## src/rtl/spi_seq_pkg.sv

```systemverilog
`default_nettype none
// ============================================================================
// Module   : spi_seq_pkg
// Brief    : Shared types and constants for the spi_24b sequencer: state
//            encoding, frame width and the boot configuration word list.
// Revision : 1.0 - initial release
// ============================================================================
package spi_seq_pkg;

    localparam int SPI_W = 24;

    typedef enum logic [2:0] {
        BOOT = 3'd0,
        LOAD = 3'd1,
        IDLE = 3'd2,
        XFER = 3'd3,
        GAP  = 3'd4
    } seq_state_t;

    // Boot words are played in index order, word 0 first.
    localparam int INIT_LEN = 2;
    localparam logic [SPI_W-1:0] INIT_ROM [INIT_LEN] = '{24'hAA00AA, 24'h0055AA};

endpackage
`default_nettype wire

```

## src/rtl/spi_seq_rr_arb.sv

```systemverilog
`default_nettype none
// ============================================================================
// Module   : spi_seq_rr_arb
// Brief    : Round-robin arbiter. Grant is combinational from the current
//            pointer; the pointer moves to grant+1 (mod NREQ) on advance.
// Revision : 1.0 - initial release
// ============================================================================
module spi_seq_rr_arb #(
    parameter int NREQ = 4,
    parameter int IDXW = (NREQ > 1) ? $clog2(NREQ) : 1
) (
    input  logic            clk,
    input  logic            rst_n,
    input  logic [NREQ-1:0] req,
    input  logic            advance,
    output logic            grant_valid,
    output logic [IDXW-1:0] grant_idx
);

    logic [IDXW-1:0] ptr_q;
    logic [IDXW-1:0] ptr_d;

    function automatic logic [IDXW-1:0] wrap(input int v);
        return IDXW'(v % NREQ);
    endfunction

    // Search from the pointer upward; walking offsets downward lets the
    // nearest active requester overwrite any farther one.
    always_comb begin
        grant_valid = 1'b0;
        grant_idx   = '0;
        for (int off = NREQ - 1; off >= 0; off--) begin
            if (req[wrap(int'(ptr_q) + off)]) begin
                grant_valid = 1'b1;
                grant_idx   = wrap(int'(ptr_q) + off);
            end
        end
    end

    // Next pointer: the requester after the one just granted.
    always_comb begin
        ptr_d = ptr_q;
        if (advance) begin
            ptr_d = wrap(int'(grant_idx) + 1);
        end
    end

    // Pointer register.
    always_ff @(posedge clk or negedge rst_n) begin
        if (!rst_n) begin
            ptr_q <= '0;
        end else begin
            ptr_q <= ptr_d;
        end
    end

endmodule
`default_nettype wire

```

## src/rtl/spi_24b_seq.sv

```systemverilog
`default_nettype none
// ============================================================================
// Module   : spi_24b_seq
// Brief    : Sequencer in front of the spi_24b serialiser. Plays the boot
//            word list after reset, then serves NREQ requesters round-robin,
//            with a fixed idle gap between frames and a per-frame timeout.
//            Macro SPI_SEQ_BOOT_EN compiles in the boot list; without it
//            reset lands directly in IDLE with init_done already high.
// Revision : 1.0 - initial release
// ============================================================================
module spi_24b_seq
    import spi_seq_pkg::*;
#(
    parameter int NREQ           = 4,
    parameter int GAP_CYCLES     = 10,
    parameter int TIMEOUT_CYCLES = 1024
) (
    input  logic                  clk,
    input  logic                  rst_n,
    input  logic [NREQ-1:0]       req,
    input  logic [NREQ*SPI_W-1:0] req_data,
    output logic [NREQ-1:0]       req_ack,
    output logic                  spi_en,
    output logic [SPI_W-1:0]      spi_data_out,
    input  logic                  spi_done,
    output logic                  busy,
    output logic                  init_done,
    output logic                  err
);

    localparam int IDXW  = (NREQ > 1) ? $clog2(NREQ) : 1;
    localparam int GAP_W = $clog2(GAP_CYCLES + 1);
    localparam int TMO_W = $clog2(TIMEOUT_CYCLES + 1);

`ifdef SPI_SEQ_BOOT_EN
    localparam int         ROM_W         = $clog2(INIT_LEN + 1);
    localparam seq_state_t RST_STATE     = BOOT;
    localparam logic       RST_INIT_DONE = 1'b0;
    logic [ROM_W-1:0] rom_idx_q;
    logic [ROM_W-1:0] rom_idx_d;
`else
    localparam seq_state_t RST_STATE     = IDLE;
    localparam logic       RST_INIT_DONE = 1'b1;
`endif

    seq_state_t        state_q, state_d;
    logic              en_q, en_d;
    logic [SPI_W-1:0]  data_q, data_d;
    logic [NREQ-1:0]   ack_q, ack_d;
    logic [IDXW-1:0]   grant_q, grant_d;
    logic [GAP_W-1:0]  gap_q, gap_d;
    logic [TMO_W-1:0]  tmo_q, tmo_d;
    logic              err_q, err_d;
    logic              init_done_q, init_done_d;

    logic              grant_valid;
    logic [IDXW-1:0]   grant_idx;
    logic              advance;
    logic [SPI_W-1:0]  req_words [NREQ];

    for (genvar gi = 0; gi < NREQ; gi++) begin : g_words
        assign req_words[gi] = req_data[gi*SPI_W +: SPI_W];
    end

    spi_seq_rr_arb #(
        .NREQ (NREQ),
        .IDXW (IDXW)
    ) u_arb (
        .clk         (clk),
        .rst_n       (rst_n),
        .req         (req),
        .advance     (advance),
        .grant_valid (grant_valid),
        .grant_idx   (grant_idx)
    );

    // Next-state and output logic for the frame sequencer.
    always_comb begin
        state_d     = state_q;
        en_d        = en_q;
        data_d      = data_q;
        ack_d       = '0;
        grant_d     = grant_q;
        gap_d       = gap_q;
        tmo_d       = tmo_q;
        err_d       = err_q;
        init_done_d = init_done_q;
        advance     = 1'b0;
`ifdef SPI_SEQ_BOOT_EN
        rom_idx_d   = rom_idx_q;
`endif
        case (state_q)
            BOOT: begin
`ifdef SPI_SEQ_BOOT_EN
                if (rom_idx_q == ROM_W'(INIT_LEN)) begin
                    init_done_d = 1'b1;
                    state_d     = IDLE;
                end else begin
                    for (int i = 0; i < INIT_LEN; i++) begin
                        if (rom_idx_q == ROM_W'(i)) begin
                            data_d = INIT_ROM[i];
                        end
                    end
                    rom_idx_d = rom_idx_q + 1'b1;
                    en_d      = 1'b1;
                    tmo_d     = '0;
                    state_d   = LOAD;
                end
`else
                state_d = IDLE;
`endif
            end
            IDLE: begin
                if (grant_valid) begin
                    data_d  = req_words[grant_idx];
                    grant_d = grant_idx;
                    advance = 1'b1;
                    en_d    = 1'b1;
                    tmo_d   = '0;
                    state_d = XFER;
                end
            end
            LOAD, XFER: begin
                // A done arriving on the last allowed cycle still counts as
                // a normal completion.
                if (spi_done || (tmo_q == TMO_W'(TIMEOUT_CYCLES - 1))) begin
                    en_d    = 1'b0;
                    gap_d   = '0;
                    state_d = GAP;
                    if (state_q == XFER) begin
                        ack_d[grant_q] = 1'b1;
                    end
                    if (!spi_done) begin
                        err_d = 1'b1;
                    end
                end else begin
                    tmo_d = tmo_q + 1'b1;
                end
            end
            GAP: begin
                if (gap_q == GAP_W'(GAP_CYCLES - 1)) begin
                    state_d = init_done_q ? IDLE : BOOT;
                end else begin
                    gap_d = gap_q + 1'b1;
                end
            end
            default: begin
                state_d = RST_STATE;
            end
        endcase
    end

    // Sequencer state and registered outputs.
    always_ff @(posedge clk or negedge rst_n) begin
        if (!rst_n) begin
            state_q     <= RST_STATE;
            en_q        <= 1'b0;
            data_q      <= '0;
            ack_q       <= '0;
            grant_q     <= '0;
            gap_q       <= '0;
            tmo_q       <= '0;
            err_q       <= 1'b0;
            init_done_q <= RST_INIT_DONE;
        end else begin
            state_q     <= state_d;
            en_q        <= en_d;
            data_q      <= data_d;
            ack_q       <= ack_d;
            grant_q     <= grant_d;
            gap_q       <= gap_d;
            tmo_q       <= tmo_d;
            err_q       <= err_d;
            init_done_q <= init_done_d;
        end
    end

`ifdef SPI_SEQ_BOOT_EN
    // Boot list read index; restarts from word 0 on every reset.
    always_ff @(posedge clk or negedge rst_n) begin
        if (!rst_n) begin
            rom_idx_q <= '0;
        end else begin
            rom_idx_q <= rom_idx_d;
        end
    end
`endif

    assign spi_en       = en_q;
    assign spi_data_out = data_q;
    assign req_ack      = ack_q;
    assign busy         = (state_q != IDLE);
    assign init_done    = init_done_q;
    assign err          = err_q;

endmodule
`default_nettype wire

```

## config.mk

```make
export PLATFORM = sky130hd
export DESIGN_NAME = spi_24b_seq
export DESIGN_NICKNAME = d
export VERILOG_FILES = /design/src/rtl/spi_seq_pkg.sv /design/src/rtl/spi_seq_rr_arb.sv /design/src/rtl/spi_24b_seq.sv
export SDC_FILE = /design/constraint.sdc
export NUM_CORES = 1
export LEC_CHECK = 0
export ABC_AREA = 1
export CAP_MARGIN = 20
export CORE_MARGIN = 1.5
export CORE_UTILIZATION = 39
export DETAILED_ROUTE_END_ITERATION = 7
export GPL_TIMING_DRIVEN = 0
export PLACE_DENSITY = 0.73
export SKIP_LAST_GASP = 1
export SYNTH_ARGS = -nofsm -noshare
export SYNTH_HDL_FRONTEND = slang
export SYNTH_SLANG_ARGS = --single-unit
export TNS_END_PERCENT = 5
```

## constraint.sdc

```tcl
create_clock -name clk -period 3.9 [get_ports clk]
set_input_delay 0.585 -clock clk [delete_from_list [all_inputs] [get_ports clk]]
set_output_delay 0.585 -clock clk [all_outputs]
set_load 0.02 [all_outputs]
```

## After elaboration in Yosys (flattened, before gate mapping)

Cells that the tools add are included.

- Register bits: 52
- Bits in latches: 0
- Bits in writable memories: 0
- Bits in read-only memories: 0
- Word-level logic and storage cells: 86
- Memories kept: 0

- Add/subtract/negate cells: 6
- $mul: 0
- Divide/modulo/power cells: 0
- Magnitude comparators: 7
- Equality and inequality tests: 12
- Shift-type cells: 0
- Mux-type cells: 39
- Bitwise operators: 2
- Reduce and logical (&&, ||, !) cells: 11

Operators by type and width:

| kind | number |
|---|---|
| 24-bit binary-select mux with 2-bit select | 1 |
| 24-bit 2-to-1 mux | 2 |
| 11-bit 2-to-1 mux | 2 |
| 11-bit one-hot mux with 2 select lines | 1 |
| 4-bit 2-to-1 mux | 5 |
| 2-bit by 3-bit less-than comparator with 1-bit output (second input constant) | 5 |
| 3-bit AND reduction | 5 |
| 1-bit 2-to-1 mux | 13 |
| 11-bit by 1-bit adder with 11-bit output (second input constant) | 1 |
| 11-bit by 10-bit == test with 1-bit output (second input constant) | 1 |
| 2-bit inequality test (second input constant) | 5 |
| 3-bit 2-to-1 mux | 3 |
| 3-bit one-hot mux with 3 select lines | 1 |
| 1-bit binary-select mux with 2-bit select | 4 |
| 2-bit 2-to-1 mux | 4 |
| 4-bit one-hot mux with 2 select lines | 1 |
| 3-bit by 2-bit == test with 1-bit output (second input constant) | 2 |
| 2-bit by 1-bit adder with 2-bit output (second input constant) | 2 |
| 2-bit adder (second input constant) | 2 |
| 4-bit by 1-bit adder with 4-bit output (second input constant) | 1 |
| 4-bit == test (second input constant) | 1 |
| 2-bit nonzero test | 2 |
| 3-bit by 1-bit == test with 1-bit output (second input constant) | 1 |
| 3-bit == test (second input constant) | 1 |
| other kinds (11) | 11 |

## Logic depth before layout (Yosys ltp)

Gate-level depths: netlist of run 1.

- Depth after elaboration: 11
- Mapped depth: 15
- Mapped depth without buffers: 13

## By module

From an unflattened synthesis of run 1, not the netlist that was laid out.

- Cell total of the unflattened synthesis: 485
- Area total of the unflattened synthesis: 3301.9 um^2

Modules (own cells, without submodules):

| module | times used | cells an instance | area an instance (um^2) | sequential area each (um^2) |
|---|---|---|---|---|
| spi_24b_seq | 1 | 422 | 2955.3 | 1252.5 |
| spi_seq_rr_arb | 1 | 63 | 346.6 | 50.0 |

## Least setup slack after synthesis of run 1

OpenSTA, ideal clock, no wires.

- Path kind: reg2out
- Start: register state_q[1]
- End: output port busy
- Arrival: 1.289 ns
- Required time: 3.315 ns
- Slack: 2.026 ns
- Stages on the path, launching flop included: 4
- Cells stage by stage: dfstp_2 inv_1 nor3_1 inv_1

- Cells in the longest elaborated chain, start to end: 1

Ends and longest elaborated chain:

| what | line | RTL |
|---|---|---|
| start, declared | spi_24b_seq.sv:46 | `seq_state_t state_q, state_d;` |
| start signal, assigned | spi_24b_seq.sv:166 | `state_q <= state_d;` |
| 3-bit by 2-bit inequality test with 1-bit output | spi_24b_seq.sv:192 | `assign busy = (state_q != IDLE);` |
| end, declared | spi_24b_seq.sv:26 | `output logic busy,` |

No other way between the ends.

## Worst setup path after layout of run 1

Same ends and word-level chain as after synthesis.

==> out/metrics.cfg, run 1 <==
[clocking]
htreeDepth = 2
clkTransAtPathRegs_ps = 100
root_buffer = clkbuf_8
clock-sinks = 52
cts_hold_buf = 0
cts_resized = 0
numCtsBuffers = 5
clock_latency_ps = 310
cts_max_path_buffers = 2
cts_setup_buffers = 0
tritoncts = yes

[global_route]
grtUsageTotal = 0.208
overflow = 0
first_global_vias = 3523
antenna_found_initial = 0
grt_max_degree = 42
grt_pass1_wl_um = 16000

[pwr]
peakVddDrop_v = 0.000455
powerDensity_nw_per_um2 = 787
p_total_mw = 3.97
power_leakage_nw = 2.54

[synth]
synth_top_family_by_area = simple AND/OR/NAND/NOR gates
synth_cell_types = 37
avgSynthCellArea_um2 = 7.09
syn_area_um2 = 3440
synthXorXnorAreaFrac = 0.0153
synth-compound-area-share = 0.0839
seq_area_frac_synth = 0.378
yosys.area_share.adder = 0.0109
synthCells = 486
synthesis.nets = 592
synth-seq-cells = 52
synthMuxAreaShare = 0
yosysWarnings = 0
synth-simple-area-share = 0.364

[final_layout]
drive_gt1_frac = 0.0860
fin_nets = 733
syn2layout_area_growth_pct = 46.3
fin_area_um2 = 5040
diodes = 0

[floorplanning]
ios = 135
std_cell_rows = 34
die_y_um = 97.0
die_x_um = 97.0
die_area_um2 = 9410
start_util = 0.399
core_um2 = 8640

[timing]
tns_ps = 0
finalSetupViolCount = 0
max_slew_margin = 0.539
finalCritPeriodShare = 0.711
hold_viol_final = 0
period_needed_ps = 2770
tightest_slew_ps = 686
maxSlewViolCount = 0
fmaxAchievable_mhz = 361
fin_skew_ps = 6.23
rsz0062_at_grt = no

[worst_setup_path]
crit_start = state_q[1]
required_ps = 3310
critPathCaptureType = primary output
crit_top_cell = inv_1
critPathKind = reg2out
crit_chain = inv_1, nor3_1, inv_1, clkdlybuf4s50_1
worstPathMaxFanout = 3
path_buf_inv = 3
cpLargestDelayFamily = buffers and inverters
cp_slowest_cell = clkdlybuf4s50_1
cp_slowest_stage_delay_ps = 580
crit_arrival_ps = 2190
startpoint_type = flip-flop
rr_startpoint = tmo_q[0]

[hold_path]
min_path_type = in2async

[detailed_routing]
wl_per_cell_um = 12.8
firstDrtPassIters = 5
drc = 0
ant_nets = 0
vias_per_cell = 4.77
drt_iter0_markers = 152
wl_um = 9430
vias = 3513

[placed_design]
hpwl_um = 7670
gp_congestion = 0.915
placedInstanceArea_um2 = 4930
port_buffers = 133

[run_status]
outcome = completed

[job]
drv_cap = 0

==> cell usage after synthesis (all sizes together) <==
library cell / instances / area (um2)
nand3: 81 / 425
a311oi: 1 / 8.76
or2: 16 / 100
dfrtp: 51 / 1280
ha: 3 / 37.5
dfstp: 1 / 26.3
buf: 19 / 145
conb: 1 / 3.75
nor2: 17 / 87.6
nor3: 2 / 21.3
nand2: 143 / 581
o21a: 1 / 7.51
xnor2: 1 / 8.76
o22ai: 1 / 6.26
o211ai: 17 / 128
and3: 1 / 6.26
a21oi: 12 / 60.1
nand3b: 1 / 7.51
a21boi: 1 / 18.8
nor4: 4 / 25.0
o21ai: 9 / 45.0
xor2: 5 / 43.8
inv: 96 / 360
o21bai: 2 / 15.0
==> sequential cells by signal, summed over array words and instances (netlist names) <==
signal,cells
grant_q,2
u_arb.ptr_q,2
tmo_q,11
state_q,3
err,1
req_ack,4
spi_en,1
gap_q,4
spi_data_out,24
==> final cells by class <==
type,count,area (um2)
buffer,19,145
clock buffer,5,68.8
fill,789,3590
inverter,96,360
sequential,52,1300
timing repair buffer,134,1350
tap,108,135
clock inverter,3,46.3
multi-input combinational,319,1640
==> through the flow <==
step / cells / hold slack [ps] / util / worst slack, ps
after floorplan: 486 / 289 / - / 2030
after global placement: 727 / 448 / 0.569 / 736
after detailed placement: 728 / 461 / 0.570 / 1380
after CTS: 736 / 140 / 0.584 / 1090
after global routing: 736 / 134 / 0.584 / 1030
final: 736 / 144 / 0.584 / 1130
==> report_power, final <==
| part | switching, mW | leakage (nW) | total [mW] | internal (mW) |
|---|---|---|---|---|
| clock network | 0.192 | 0.0600 | 0.386 | 0.195 |
| registers | 0.130 | 0.663 | 0.881 | 0.751 |
| logic | 1.62 | 1.82 | 2.70 | 1.07 |
| total | 1.95 | 2.54 | 3.97 | 2.02 |
==> path summary, 6_finish.rpt <==
path                                    to  slack (ps)  cells past startpoint
worst max-delay path                  busy        1130                      4
worst min-delay path            req_ack[1]         140                      1
worst max register to register    tmo_q[4]        1870                     12
worst min register to register    gap_q[3]         470                      1
max in group asynchronous       state_q[1]        3210                      2
min in group clk                  gap_q[3]         470                      1
==> kinds of logic after synthesis <==
kind of cell	Yosys count
adders and majority gates	3
buffers and inverters	115
DFF	52
xor gates and xnor gates	6
AOI/OAI and AO/OA	44
and+or+nand+nor	265
other	1
==> layer usage <==
metal / up-vias / global-route usage / share of wire
met3: 16 / 0.0513 / 0.071
met2: 142 / 0.367 / 0.49
li1: 1788 / - / -
met1: 1567 / 0.249 / 0.42
met5: - / 0 / 0
met4: 0 / 0.0602 / 0.017
==> cells in the final DEF (no fill, tap or decap), types with 6 or more instances in the layout <==
master and n:
a21oi_1 12, or2_0 7, nand3_1 77, nor2_1 15, o211ai_1 17, inv_1 92, o21ai_0 6, or2_1 7
buf_2 9, nand2_2 8, nand2_1 133, dfrtp_1 51, buf_6 6, clkdlybuf4s50_1 132
No activity file was read; power rests on OpenSTA's default activity.
==> run 2: changes to the inputs <==
clock period = 2.6 ns   (was 3.9 ns; I/O delays follow)
==> run 2 against run 1 <==
Wire length grew 0.39%. Cell count grew 0.14%. First-iteration DRC count grew 2.6%. Die area is the same. Critical path type unchanged. Largest cell class unchanged. Core utilization grew 0.17 points. Sequential cell count is the same. Critical endpoint unchanged. Clock skew grew 1.1 ps. Count of clock-buffer cells in the layout is the same. Register-to-register slack lost 1300 ps. Sequential power grew 51%. Largest power group unchanged. Design area grew 0.30%.
==> out/metrics.cfg, run 2 (same netlist as run 1, synthesis figures left out) <==
[floorplanning]
core_um2 = 8640
die_area_um2 = 9410
start_util = 0.399
die_y_um = 97.0
die_x_um = 97.0
ios = 135
std_cell_rows = 34

[clocking]
clkTransAtPathRegs_ps = 100
numCtsBuffers = 5
cts_max_path_buffers = 2
htreeDepth = 2
root_buffer = clkbuf_8
clock-sinks = 52
cts_setup_buffers = 0
tritoncts = yes
clock_latency_ps = 310

[worst_setup_path]
reg2reg_slack_ps = 560
crit_top_cell = inv_1
critPathKind = reg2out
cpLargestDelayFamily = buffers and inverters
reg2reg_depth = 12
cp_slowest_stage_delay_ps = 560
critPathCaptureType = primary output
crit_arrival_ps = 1930
worstPathMaxFanout = 3
path_buf_inv = 3
path_depth = 4
startpoint_type = flip-flop
required_ps = 2210
crit_chain = inv_1, nor3_2, inv_1, clkdlybuf4s50_1
cp_slowest_cell = dfstp_2

[global_route]
grtUsageTotal = 0.208
antenna_found_initial = 0
grt_max_degree = 42
grt_pass1_wl_um = 16100
overflow = 0
first_global_vias = 3524

[final_layout]
seq_area_um2 = 1300
final_common_cell = nand2_1
final_cells = 737
diodes = 0
multi_input_area_um2 = 1640
nFillCells = 787
final_cell_mix = nand2_1 (133), clkdlybuf4s50_1 (132), inv_1 (92), nand3_1 (77), dfrtp_1 (51)
drive_gt1_frac = 0.0874
fin_util = 0.585
syn2layout_area_growth_pct = 46.8
fin_nets = 734
largest_register_ffs = 24

[timing]
fmaxAchievable_mhz = 431
finalSetupViolCount = 0
fin_skew_ps = 7.37
rsz0062_at_grt = no
maxSlewViolCount = 0
hold_viol_final = 0
period_needed_ps = 2320
finalCritPeriodShare = 0.893

[placed_design]
post-place-cells = 728
gp_congestion = 0.915
hpwl_um = 7670
port_buffers = 133

[detailed_routing]
ant_nets = 0
wl_um = 9470
firstDrtPassIters = 4
vias_per_cell = 4.78
drt_iter0_markers = 156
drc = 0
wl_per_cell_um = 12.9
vias = 3524

[pwr]
p_int_mw = 3.03
peakVddDrop_v = 0.000684
switchingPower_mw = 2.92
pwr-share-seq = 0.223
power_leakage_nw = 2.55
swShare = 0.490
powerDensity_nw_per_um2 = 1180
p_comb_frac = 0.681
clockPowerShare = 0.097

[hold_path]
min_delay_path_depth = 1
min_path_type = reg2reg

[job]
drv_cap = 0

[run_status]
outcome = completed

==> run 2: cell count changes in the layout (fill, tap and decap cells not counted) <==
cell and delta:
dlygate4sd3_1 +1, nor3_1 -1, nor3_2 +1
==> run 2: metal layers <==
layer,global-route usage,wire length (um),part of all wire
met3,0.0513,698,0.074
met4,0.0602,196,0.021
met1,0.250,3910,0.41
met5,0,0,0
met2,0.367,4660,0.49
==> run 2: repair_timing <==
action / in CTS / in global routing
hold buffers: 1 / 0
endpoints found under the hold margin: 11 / 0
resized for setup: 1 / 0
setup endpoints to repair: 1 / 0
==> run 2: area by class of cell <==
cell class | instances | share of cell area
multi-input combinational | 319 | 0.325
timing repair buffer | 135 | 0.268
sequential | 52 | 0.258
inverter | 96 | 0.0713
buffer | 19 | 0.0287
tap | 108 | 0.0267
clock buffer | 5 | 0.0136
clock inverter | 3 | 0.00916
==> run 2: path summary, 6_finish.rpt <==
kind / startpoint / endpoint
min in group asynchronous: rst_n / req_ack[1]
min reg2reg: gap_q[3] / gap_q[3]
max in group asynchronous: rst_n / state_q[1]
min: gap_q[3] / gap_q[3]
max: state_q[1] / busy
max reg2reg: tmo_q[0] / tmo_q[4]
==> run 2: power groups by stage <==
| stage | Clock [mW] | Sequential [mW] | Combinational (mW) |
|---|---|---|---|
| floorplan | 0 | 1.54 | 2.54 |
| global placement | 0 | 1.33 | 3.98 |
| detailed placement | 0 | 1.33 | 4.06 |
| CTS | 0.602 | 1.33 | 4.07 |
| global route | 0.631 | 1.36 | 4.50 |
| finish | 0.576 | 1.33 | 4.05 |
==> run 2: per-stage QoR <==
| stage | worst slack, ps | cell area [um2] | TNS (ps) | hold WS, ps | power [mW] |
|---|---|---|---|---|---|
| finish | 278 | 5060 | 0 | 472 | 5.95 |
| detailed placement | 276 | 4930 | 0 | 293 | 5.40 |
| floorplan | 851 | 3440 | 0 | 94.4 | 4.08 |
| global route | 182 | 5060 | 0 | 479 | 6.49 |
| CTS | 242 | 5060 | 0 | 473 | 6.00 |
| global placement | -369 | 4910 | -18700 | 448 | 5.31 |
